<file path="src/rtl/freq_meter.sv">
// Frequency / period meter for an asynchronous input against the system clock.
// Frequency mode counts rising edges per gate window; period mode counts clocks between edges.
module freq_meter #(
  parameter int unsigned GATE_CYCLES = 50000000,
  parameter int unsigned CNT_W       = 26
) (
  input  logic             clkIn,
  input  logic             rstN,
  input  logic             sigIn,
  input  logic             enable,
  input  logic             mode,
  output logic [CNT_W-1:0] result,
  output logic             valid,
  output logic             timeout,
  output logic             busy
);

  localparam logic [CNT_W-1:0] GATE_LAST = CNT_W'(GATE_CYCLES - 1);
  localparam logic [CNT_W-1:0] GATE_FULL = CNT_W'(GATE_CYCLES);
  localparam logic [CNT_W-1:0] CNT_ZERO  = '0;
  localparam logic [CNT_W-1:0] CNT_ONE   = CNT_W'(1);

  typedef enum logic [1:0] {
    S_IDLE = 2'd0,
    S_FREQ = 2'd1,
    S_ARM  = 2'd2,
    S_PER  = 2'd3
  } state_t;

  state_t           r_state;
  logic             r_sync1;
  logic             r_sync2;
  logic             r_sync3;
  logic             w_rise;
  logic [CNT_W-1:0] r_win_cnt;   // gate counter in FREQ, no-edge wait counter in ARM
  logic [CNT_W-1:0] r_edge_cnt;
  logic [CNT_W-1:0] r_per_cnt;

  assign w_rise = r_sync2 & ~r_sync3;

  // Two-flop synchronizer plus one delay stage for edge detection
  always_ff @(posedge clkIn) begin
    if (!rstN) begin
      r_sync1 <= 1'b0;
      r_sync2 <= 1'b0;
      r_sync3 <= 1'b0;
    end else begin
      r_sync1 <= sigIn;
      r_sync2 <= r_sync1;
      r_sync3 <= r_sync2;
    end
  end

  always_ff @(posedge clkIn) begin
    if (!rstN) begin
      r_state    <= S_IDLE;
      r_win_cnt  <= CNT_ZERO;
      r_edge_cnt <= CNT_ZERO;
      r_per_cnt  <= CNT_ZERO;
      result     <= CNT_ZERO;
      valid      <= 1'b0;
      timeout    <= 1'b0;
      busy       <= 1'b0;
    end else begin
      valid <= 1'b0;
      case (r_state)
        S_IDLE: begin
          r_win_cnt  <= CNT_ZERO;
          r_edge_cnt <= CNT_ZERO;
          r_per_cnt  <= CNT_ZERO;
          if (enable) begin
            busy    <= 1'b1;
            r_state <= mode ? S_ARM : S_FREQ;
          end
        end

        S_FREQ: begin
          if (!enable) begin
            r_state    <= S_IDLE;
            busy       <= 1'b0;
            r_win_cnt  <= CNT_ZERO;
            r_edge_cnt <= CNT_ZERO;
          end else if (r_win_cnt == GATE_LAST) begin
            // An edge in the final gate cycle belongs to the ending window
            result     <= r_edge_cnt + CNT_W'(w_rise);
            timeout    <= 1'b0;
            valid      <= 1'b1;
            r_win_cnt  <= CNT_ZERO;
            r_edge_cnt <= CNT_ZERO;
          end else begin
            r_win_cnt  <= r_win_cnt + CNT_ONE;
            r_edge_cnt <= r_edge_cnt + CNT_W'(w_rise);
          end
        end

        S_ARM: begin
          if (!enable) begin
            r_state   <= S_IDLE;
            busy      <= 1'b0;
            r_win_cnt <= CNT_ZERO;
          end else if (w_rise) begin
            r_per_cnt <= CNT_ONE;
            r_win_cnt <= CNT_ZERO;
            r_state   <= S_PER;
          end else if (r_win_cnt == GATE_LAST) begin
            result    <= CNT_ZERO;
            timeout   <= 1'b1;
            valid     <= 1'b1;
            r_win_cnt <= CNT_ZERO;
          end else begin
            r_win_cnt <= r_win_cnt + CNT_ONE;
          end
        end

        S_PER: begin
          if (!enable) begin
            r_state   <= S_IDLE;
            busy      <= 1'b0;
            r_per_cnt <= CNT_ZERO;
          end else if (w_rise) begin
            // The terminating edge also opens the next period
            result    <= r_per_cnt;
            timeout   <= 1'b0;
            valid     <= 1'b1;
            r_per_cnt <= CNT_ONE;
          end else if (r_per_cnt == GATE_FULL) begin
            result    <= CNT_ZERO;
            timeout   <= 1'b1;
            valid     <= 1'b1;
            r_per_cnt <= CNT_ZERO;
            r_win_cnt <= CNT_ZERO;
            r_state   <= S_ARM;
          end else begin
            r_per_cnt <= r_per_cnt + CNT_ONE;
          end
        end

        default: begin
          r_state <= S_IDLE;
          busy    <= 1'b0;
        end
      endcase
    end
  end

endmodule
</file>
<file path="config.mk">
export PLATFORM = sky130hd
export DESIGN_NAME = freq_meter
export DESIGN_NICKNAME = d
export VERILOG_FILES = /design/src/rtl/freq_meter.sv
export SDC_FILE = /design/constraint.sdc
export NUM_CORES = 1
export LEC_CHECK = 0
export ABC_AREA = 1
export CAP_MARGIN = 20
export CORE_MARGIN = 1.5
export CORE_UTILIZATION = 61
export DETAILED_ROUTE_END_ITERATION = 6
export GPL_ROUTABILITY_DRIVEN = 0
export GPL_TIMING_DRIVEN = 0
export PLACE_DENSITY = 0.89
export SLEW_MARGIN = 20
export SYNTH_ARGS = -nofsm -noshare
export SYNTH_HDL_FRONTEND = slang
export SYNTH_SLANG_ARGS = --single-unit
</file>
<file path="constraint.sdc">
create_clock -name clkIn -period 2.75 [get_ports clkIn]
set_clock_uncertainty 0.15 [all_clocks]
set_input_delay 0.55 -clock clkIn [delete_from_list [all_inputs] [get_ports clkIn]]
set_output_delay 0.55 -clock clkIn [all_outputs]
set_load 0.02 [all_outputs]
</file>
==> results.json, run 1 <==
{
  "power-per-cell-area_nw_per_um2": 484,
  "post_cts_buffers": 0,
  "max_freq_mhz": 390,
  "grt_start_max_net_pins": 19,
  "final_hold_viol_count": 0,
  "drt.antenna.violating_nets": 0,
  "cts_made_buffers": 9,
  "stdcell_count": 1316,
  "synth_seq_cells": 112,
  "ys_types": 42,
  "dp_worst_slack_ns": 0.193,
  "p_clk_share_pct": 26.3,
  "totalWireLength_um": 18900,
  "remaining_drc_errors": 0,
  "grt_pass1_vias": 6125,
  "grt_antenna_before_repair": 0,
  "postSynth.asyncResetShare_pct": 0,
  "vias_per_cell": 5.49,
  "place_inst": 1300,
  "grt_overflow": 0,
  "power_leakage_nw": 2.85,
  "drt_pre_antenna_iters": 7,
  "initial_core_util_pct": 62.8,
  "switching_share_pct": 36.0,
  "vias": 7224,
  "coreArea_um2": 10900,
  "crit_path_cell_trace": "inv_1 -> ha_1 -> buf_2 -> nor2_1 -> a221oi_2 -> nand3_1 -> buf_2 -> nand2_1 -> a21oi_1",
  "grt_pass1_wl_um": 29500,
  "final_util_pct": 69.1,
  "setup_slack_ns": 0.184,
  "die_area_um2": 11800,
  "cp_slowest_cell": "nor2_1",
  "die_height_um": 109,
  "worst_hold_path_type": "flop to flop",
  "mappedNetlistArea_um2": 6840,
  "cp_max_fo": 10,
  "syn_avg_cell_area_um2": 6.07,
  "p_seq_share_pct": 47.0,
  "crit_path_max_incr_delay_ns": 0.52,
  "detailedRoute.firstIterationViolations": 836,
  "areaGrowthSynthToFinish_pct": 10.1,
  "period_share_pct": 93.3,
  "synth-edff-count": 0,
  "synth_seq_area_share_pct": 32.8,
  "p_comb_share_pct": 26.7,
  "clkLatencyLatePin_ns": 0.40,
  "boundaryPins": 34,
  "fin_hold_ws_ns": 0.284,
  "cts-hold-fix-buffers": 0,
  "power.total_mw": 3.64,
  "period_minus_slack_ns": 2.57,
  "outcome": "completed",
  "fin_setup_tns_ns": 0,
  "post_route_cells_drive_above_1_share_pct": 6.55,
  "htree_levels": 3,
  "floorplan.rows": 38,
  "net_switching_power_mw": 1.31,
  "clock_sink_count": 112,
  "detail_route.wl_per_cell_um": 14.3,
  "clock_tree.buffer_depth": 2,
  "end_kind": "flop",
  "power_report.internal_total_mw": 2.33,
  "rsz0062_at_grt": "no",
  "postSynthNetCount": 1141,
  "chipWidth_um": 109,
  "worstSetupPathType": "flop to flop",
  "clk_pin_slew_ns": 0.11,
  "worst_rel_slew_slack_pct": 51.4,
  "slew_violations": 0,
  "cells_after_synth": 1127,
  "critical_path.startpoint_type": "flop",
  "ctsRootBufferMaster": "clkbuf_8",
  "max_slew.worst_pin.slew_ns": 0.728,
  "postSynth.topFlopCell": "dfxtp_1",
  "ys_warn_count": 0,
  "max_capacitance_violation_count": 0,
  "antenna_cells": 0,
  "setup-violations-final": 0,
  "clock_tree_from_tritoncts": "built",
  "finish.net_count": 1185,
  "io_buffer_count": 33,
  "cp.arrival_ns": 2.74,
  "fill_cells": 960,
  "worst-endpoint-required_ns": 2.92,
  "postPlaceCellArea_um2": 7340,
  "place.detailed.hpwl_um": 14300,
  "crit_path_frequent_cell": "buf_2",
  "worst_ir_drop_vdd_v": 0.000540,
  "stdcell_area_um2": 7520,
  "globalRouteTotalUtil_pct": 32.4
}
per-layer routing:
| layer | part of all wire (%) | GRT usage, % | vias to the layer above |
|---|---|---|---|
| met2 | 44 | 49.4 | 353 |
| met4 | 2.6 | 11.4 | 0 |
| met1 | 44 | 44.6 | 3202 |
| met5 | 0 | 0 | - |
| li1 | - | - | 3626 |
| met3 | 9.9 | 8.01 | 43 |
power by group through the flow:
stage	logic [mW]	clock network, mW	registers (mW)
floorplan	0.589	0	1.80
global placement	0.946	0	1.75
detailed placement	0.958	0	1.75
CTS	0.962	0.966	1.71
global route	1.07	1.02	1.72
finish	0.974	0.958	1.71
timing repair:
item                       in CTS  in global routing
resized for setup               0                  1
hold endpoints to repair        0                  0
setup endpoints to repair       0                  1
layout make-up:
type                       instances  area (µm²)  share of cell area, %
tap                              140         175                   2.33
clock inverter                     6        43.8                  0.582
sequential                       112        2240                   29.8
timing repair buffer              33         330                   4.39
inverter                         127         482                   6.40
buffer                            33         179                   2.38
clock buffer                      10         138                   1.83
multi-input combinational        855        3940                   52.3
cells in the mapped netlist (8+ instances only):
cell      number  area, µm²
ha_1           9        113
a21oi_1       61        305
buf_2         11       55.1
inv_1        120        450
o21ai_0       27        135
nand4_1       21        131
nand2_1      352       1320
o21bai_1       8       60.1
nor3_1        18       90.1
xor2_1        18        158
clkbuf_1      14       52.6
nand3_1       84        420
nor2_1       204        766
dfxtp_1      112       2240
final timing paths:
kind,end,slack (ns),cells after the start,startpoint
min reg2reg,r_sync2,0.28,2,r_sync1
min,r_sync2,0.28,2,r_sync1
max,result[7],0.18,9,r_state[0]
max reg2reg,result[7],0.18,9,r_state[0]
registers in the layout, indices dropped and copies added (netlist names):
name / flops
r_state: 2
busy: 1
valid: 1
r_win_cnt: 26
r_sync3: 1
timeout: 1
r_sync1: 1
r_per_cnt: 26
r_edge_cnt: 26
r_sync2: 1
result: 26
layout by cell type, fill, tap and decap left out, types with 14 or more instances in the layout:
master           netlist  final
nand3_1               84     84
nor3_1                18     18
clkdlybuf4s50_1        0     33
nand2_1              352    352
nand4_1               21     21
dfxtp_1              112    112
nor2_1               204    203
xor2_1                18     18
a21oi_1               61     61
inv_1                120    120
clkbuf_1              14     14
o21ai_0               27     27
critical path: cells and delay by family, from the launching register on:
family,cells,cell delay [ns]
adder cells (fa/ha/maj),1,0.20
flip-flops,1,0.39
buffers and inverters,3,0.59
AND/OR/NAND/NOR,3,0.84
AO/OA/AOI/OAI,2,0.32
logic make-up after synthesis:
logic type / after synthesis / share of synthesized area [%]
and+or+nand+nor: 714 / 44.2
buffers and inverters: 160 / 9.66
AOI/OAI and AO/OA: 110 / 8.88
adders and majority gates: 9 / 1.65
DFF: 112 / 32.8
muxes: 1 / 0.146
xor gates and xnor gates: 21 / 2.69
Power figures use the tool's default switching activity.
==> inputs of run 2 (changes only) <==
--- a/config.mk
+++ b/config.mk
@@ -10,7 +10,7 @@
 export CORE_MARGIN = 1.5
 export CORE_UTILIZATION = 61
 export DETAILED_ROUTE_END_ITERATION = 6
-export GPL_ROUTABILITY_DRIVEN = 0
+export GPL_ROUTABILITY_DRIVEN = 1
 export GPL_TIMING_DRIVEN = 0
 export PLACE_DENSITY = 0.89
 export SLEW_MARGIN = 20
==> results.json, run 2 (same netlist as run 1, synthesis figures left out) <==
{
  "die_height_um": 109,
  "drt.antenna.violating_nets": 0,
  "critical_path.startpoint_type": "flop",
  "setup_slack_ns": 0.215,
  "coreArea_um2": 10900,
  "outcome": "completed",
  "worst_r2r_startpoint": "r_sync2",
  "reg2regPathDepth": 15,
  "clkLatencyLatePin_ns": 0.41,
  "worst_setup_path_startpoint": "r_sync2",
  "most_common_cell_after_layout_fill_and_taps_aside": "nand2_1",
  "clock_sink_count": 112,
  "remaining_drc_errors": 0,
  "clock_tree.buffer_depth": 2,
  "period_share_pct": 92.2,
  "place.detailed.hpwl_um": 14600,
  "rr_endpoint": "result[20]",
  "dp_worst_slack_ns": 0.143,
  "worst_rel_slew_slack_pct": 44.9,
  "cp.arrival_ns": 2.69,
  "power-per-cell-area_nw_per_um2": 503,
  "worst_ir_drop_vdd_v": 0.000500,
  "place_congestion": 1.00,
  "boundaryPins": 34,
  "die_area_um2": 11800,
  "r2r_setup_slack_ns": 0.22,
  "vias": 7259,
  "worst_hold_path_type": "flop to flop",
  "fill_cells": 1004,
  "period_minus_slack_ns": 2.53,
  "setup-violations-final": 0,
  "max_slew.worst_pin.slew_ns": 0.826,
  "power_leakage_nw": 2.87,
  "antenna_cells": 0,
  "post_cts_buffers": 0,
  "final-seq-area_um2": 2240,
  "worst-endpoint-required_ns": 2.90,
  "cts_made_buffers": 9,
  "grt_overflow": 0,
  "chipWidth_um": 109,
  "post_route_cells_drive_above_1_share_pct": 6.55,
  "grt_pass1_vias": 6345,
  "multi_input_comb_area_um2": 3940,
  "finish.net_count": 1185,
  "grt_start_max_net_pins": 18,
  "initial_core_util_pct": 62.8,
  "vias_per_cell": 5.52,
  "htree_levels": 3,
  "clk_pin_slew_ns": 0.10,
  "cp-endpoint": "result[20]",
  "fin_setup_tns_ns": 0,
  "slew_violations": 0,
  "grt_antenna_before_repair": 0,
  "post_cts_resize_count": 0,
  "max_capacitance_violation_count": 0,
  "globalRouteTotalUtil_pct": 33.7,
  "rsz0062_at_grt": "no",
  "clock_tree_from_tritoncts": "built",
  "fin_hold_ws_ns": 0.281,
  "ctsRootBufferMaster": "clkbuf_8",
  "io_buffer_count": 33,
  "cts-hold-fix-buffers": 0,
  "drt_pre_antenna_iters": 7,
  "final_hold_viol_count": 0,
  "floorplan.rows": 38,
  "totalWireLength_um": 19100,
  "detail_route.wl_per_cell_um": 14.5,
  "worstSetupPathType": "flop to flop",
  "cp_max_fo": 5,
  "max_freq_mhz": 395,
  "detailedRoute.firstIterationViolations": 736,
  "final_cell_mix": "352 x nand2_1, 202 x nor2_1, 120 x inv_1",
  "areaGrowthSynthToFinish_pct": 10.7,
  "end_kind": "flop",
  "grt_pass1_wl_um": 30700
}
## run 2: changes by cell type in the layout (fill, tap and decap cells not counted), sizes merged
cell,before,now
clkinv,4,2
bufinv,0,2
clkbuf,24,25
clkinvlp,1,0
## run 2: critical path, stage by stage, from the launching register on
cell and delay, ns:
dfxtp_1 0.36, inv_2 0.05, nor2_4 0.19, ha_1 0.24
ha_1 0.19, nand2_1 0.07, nor2_2 0.16, nand2_1 0.15
nor2_1 0.19, nand2_1 0.15, nor2_1 0.13, nand2_1 0.08
nand3_1 0.09, nand2_1 0.06, nor2_1 0.11, nor2_1 0.06
## run 2: routing by layer
layer | part of all wire [%] | track usage [%]
met1 | 44 | 46.5
met3 | 9.5 | 7.83
met5 | 0 | 0
met4 | 2.8 | 12.7
met2 | 43 | 51.2
## run 2: final cells by class
cell class              instances  share of cell area, %
plain buffers                  33                   2.36
clock buffers                  11                   1.87
clock inverters                 5                   1.04
inverters                     127                   6.37
multi-input cells             855                   52.0
flip-flops and latches        112                   29.6
well taps                     140                   2.32
repair buffers                 33                   4.37
## run 2: metrics by stage
step	power [mW]	instances	utilization, %	area [µm²]
after global placement	2.70	1300	67.4	7340
final	3.81	1316	69.5	7570
after floorplan	2.39	1127	-	6840
after CTS	3.80	1316	69.4	7560
after global routing	3.97	1316	69.5	7570
after detailed placement	2.71	1300	67.4	7340
## run 2: worst min path at each step
stage	start	to	slack, ns	cells past startpoint
after floorplan	r_sync1	r_sync2	0.24	2
after global placement	r_sync1	r_sync2	0.25	2
after detailed placement	r_sync1	r_sync2	0.26	2
after CTS	r_sync1	r_sync2	0.29	2
after global routing	r_sync1	r_sync2	0.30	2
final	r_sync1	r_sync2	0.28	2
## run 2: power by group
part	switching [mW]	internal (mW)	total, mW
logic	0.685	0.297	0.982
registers	0.0335	1.68	1.71
clock network	0.574	0.539	1.11
==> inputs of run 3 (changes only) <==
--- a/config.mk
+++ b/config.mk
@@ -6,9 +6,11 @@
 export NUM_CORES = 1
 export LEC_CHECK = 0
 export ABC_AREA = 1
+export ABC_CLOCK_PERIOD_IN_PS = 2750
 export CAP_MARGIN = 20
 export CORE_MARGIN = 1.5
 export CORE_UTILIZATION = 61
+export CTS_CLUSTER_SIZE = 20
 export DETAILED_ROUTE_END_ITERATION = 6
 export GPL_ROUTABILITY_DRIVEN = 1
 export GPL_TIMING_DRIVEN = 0
==> results of run 3 <==
Final layout, timing and power as in run 2 (identical DEF).
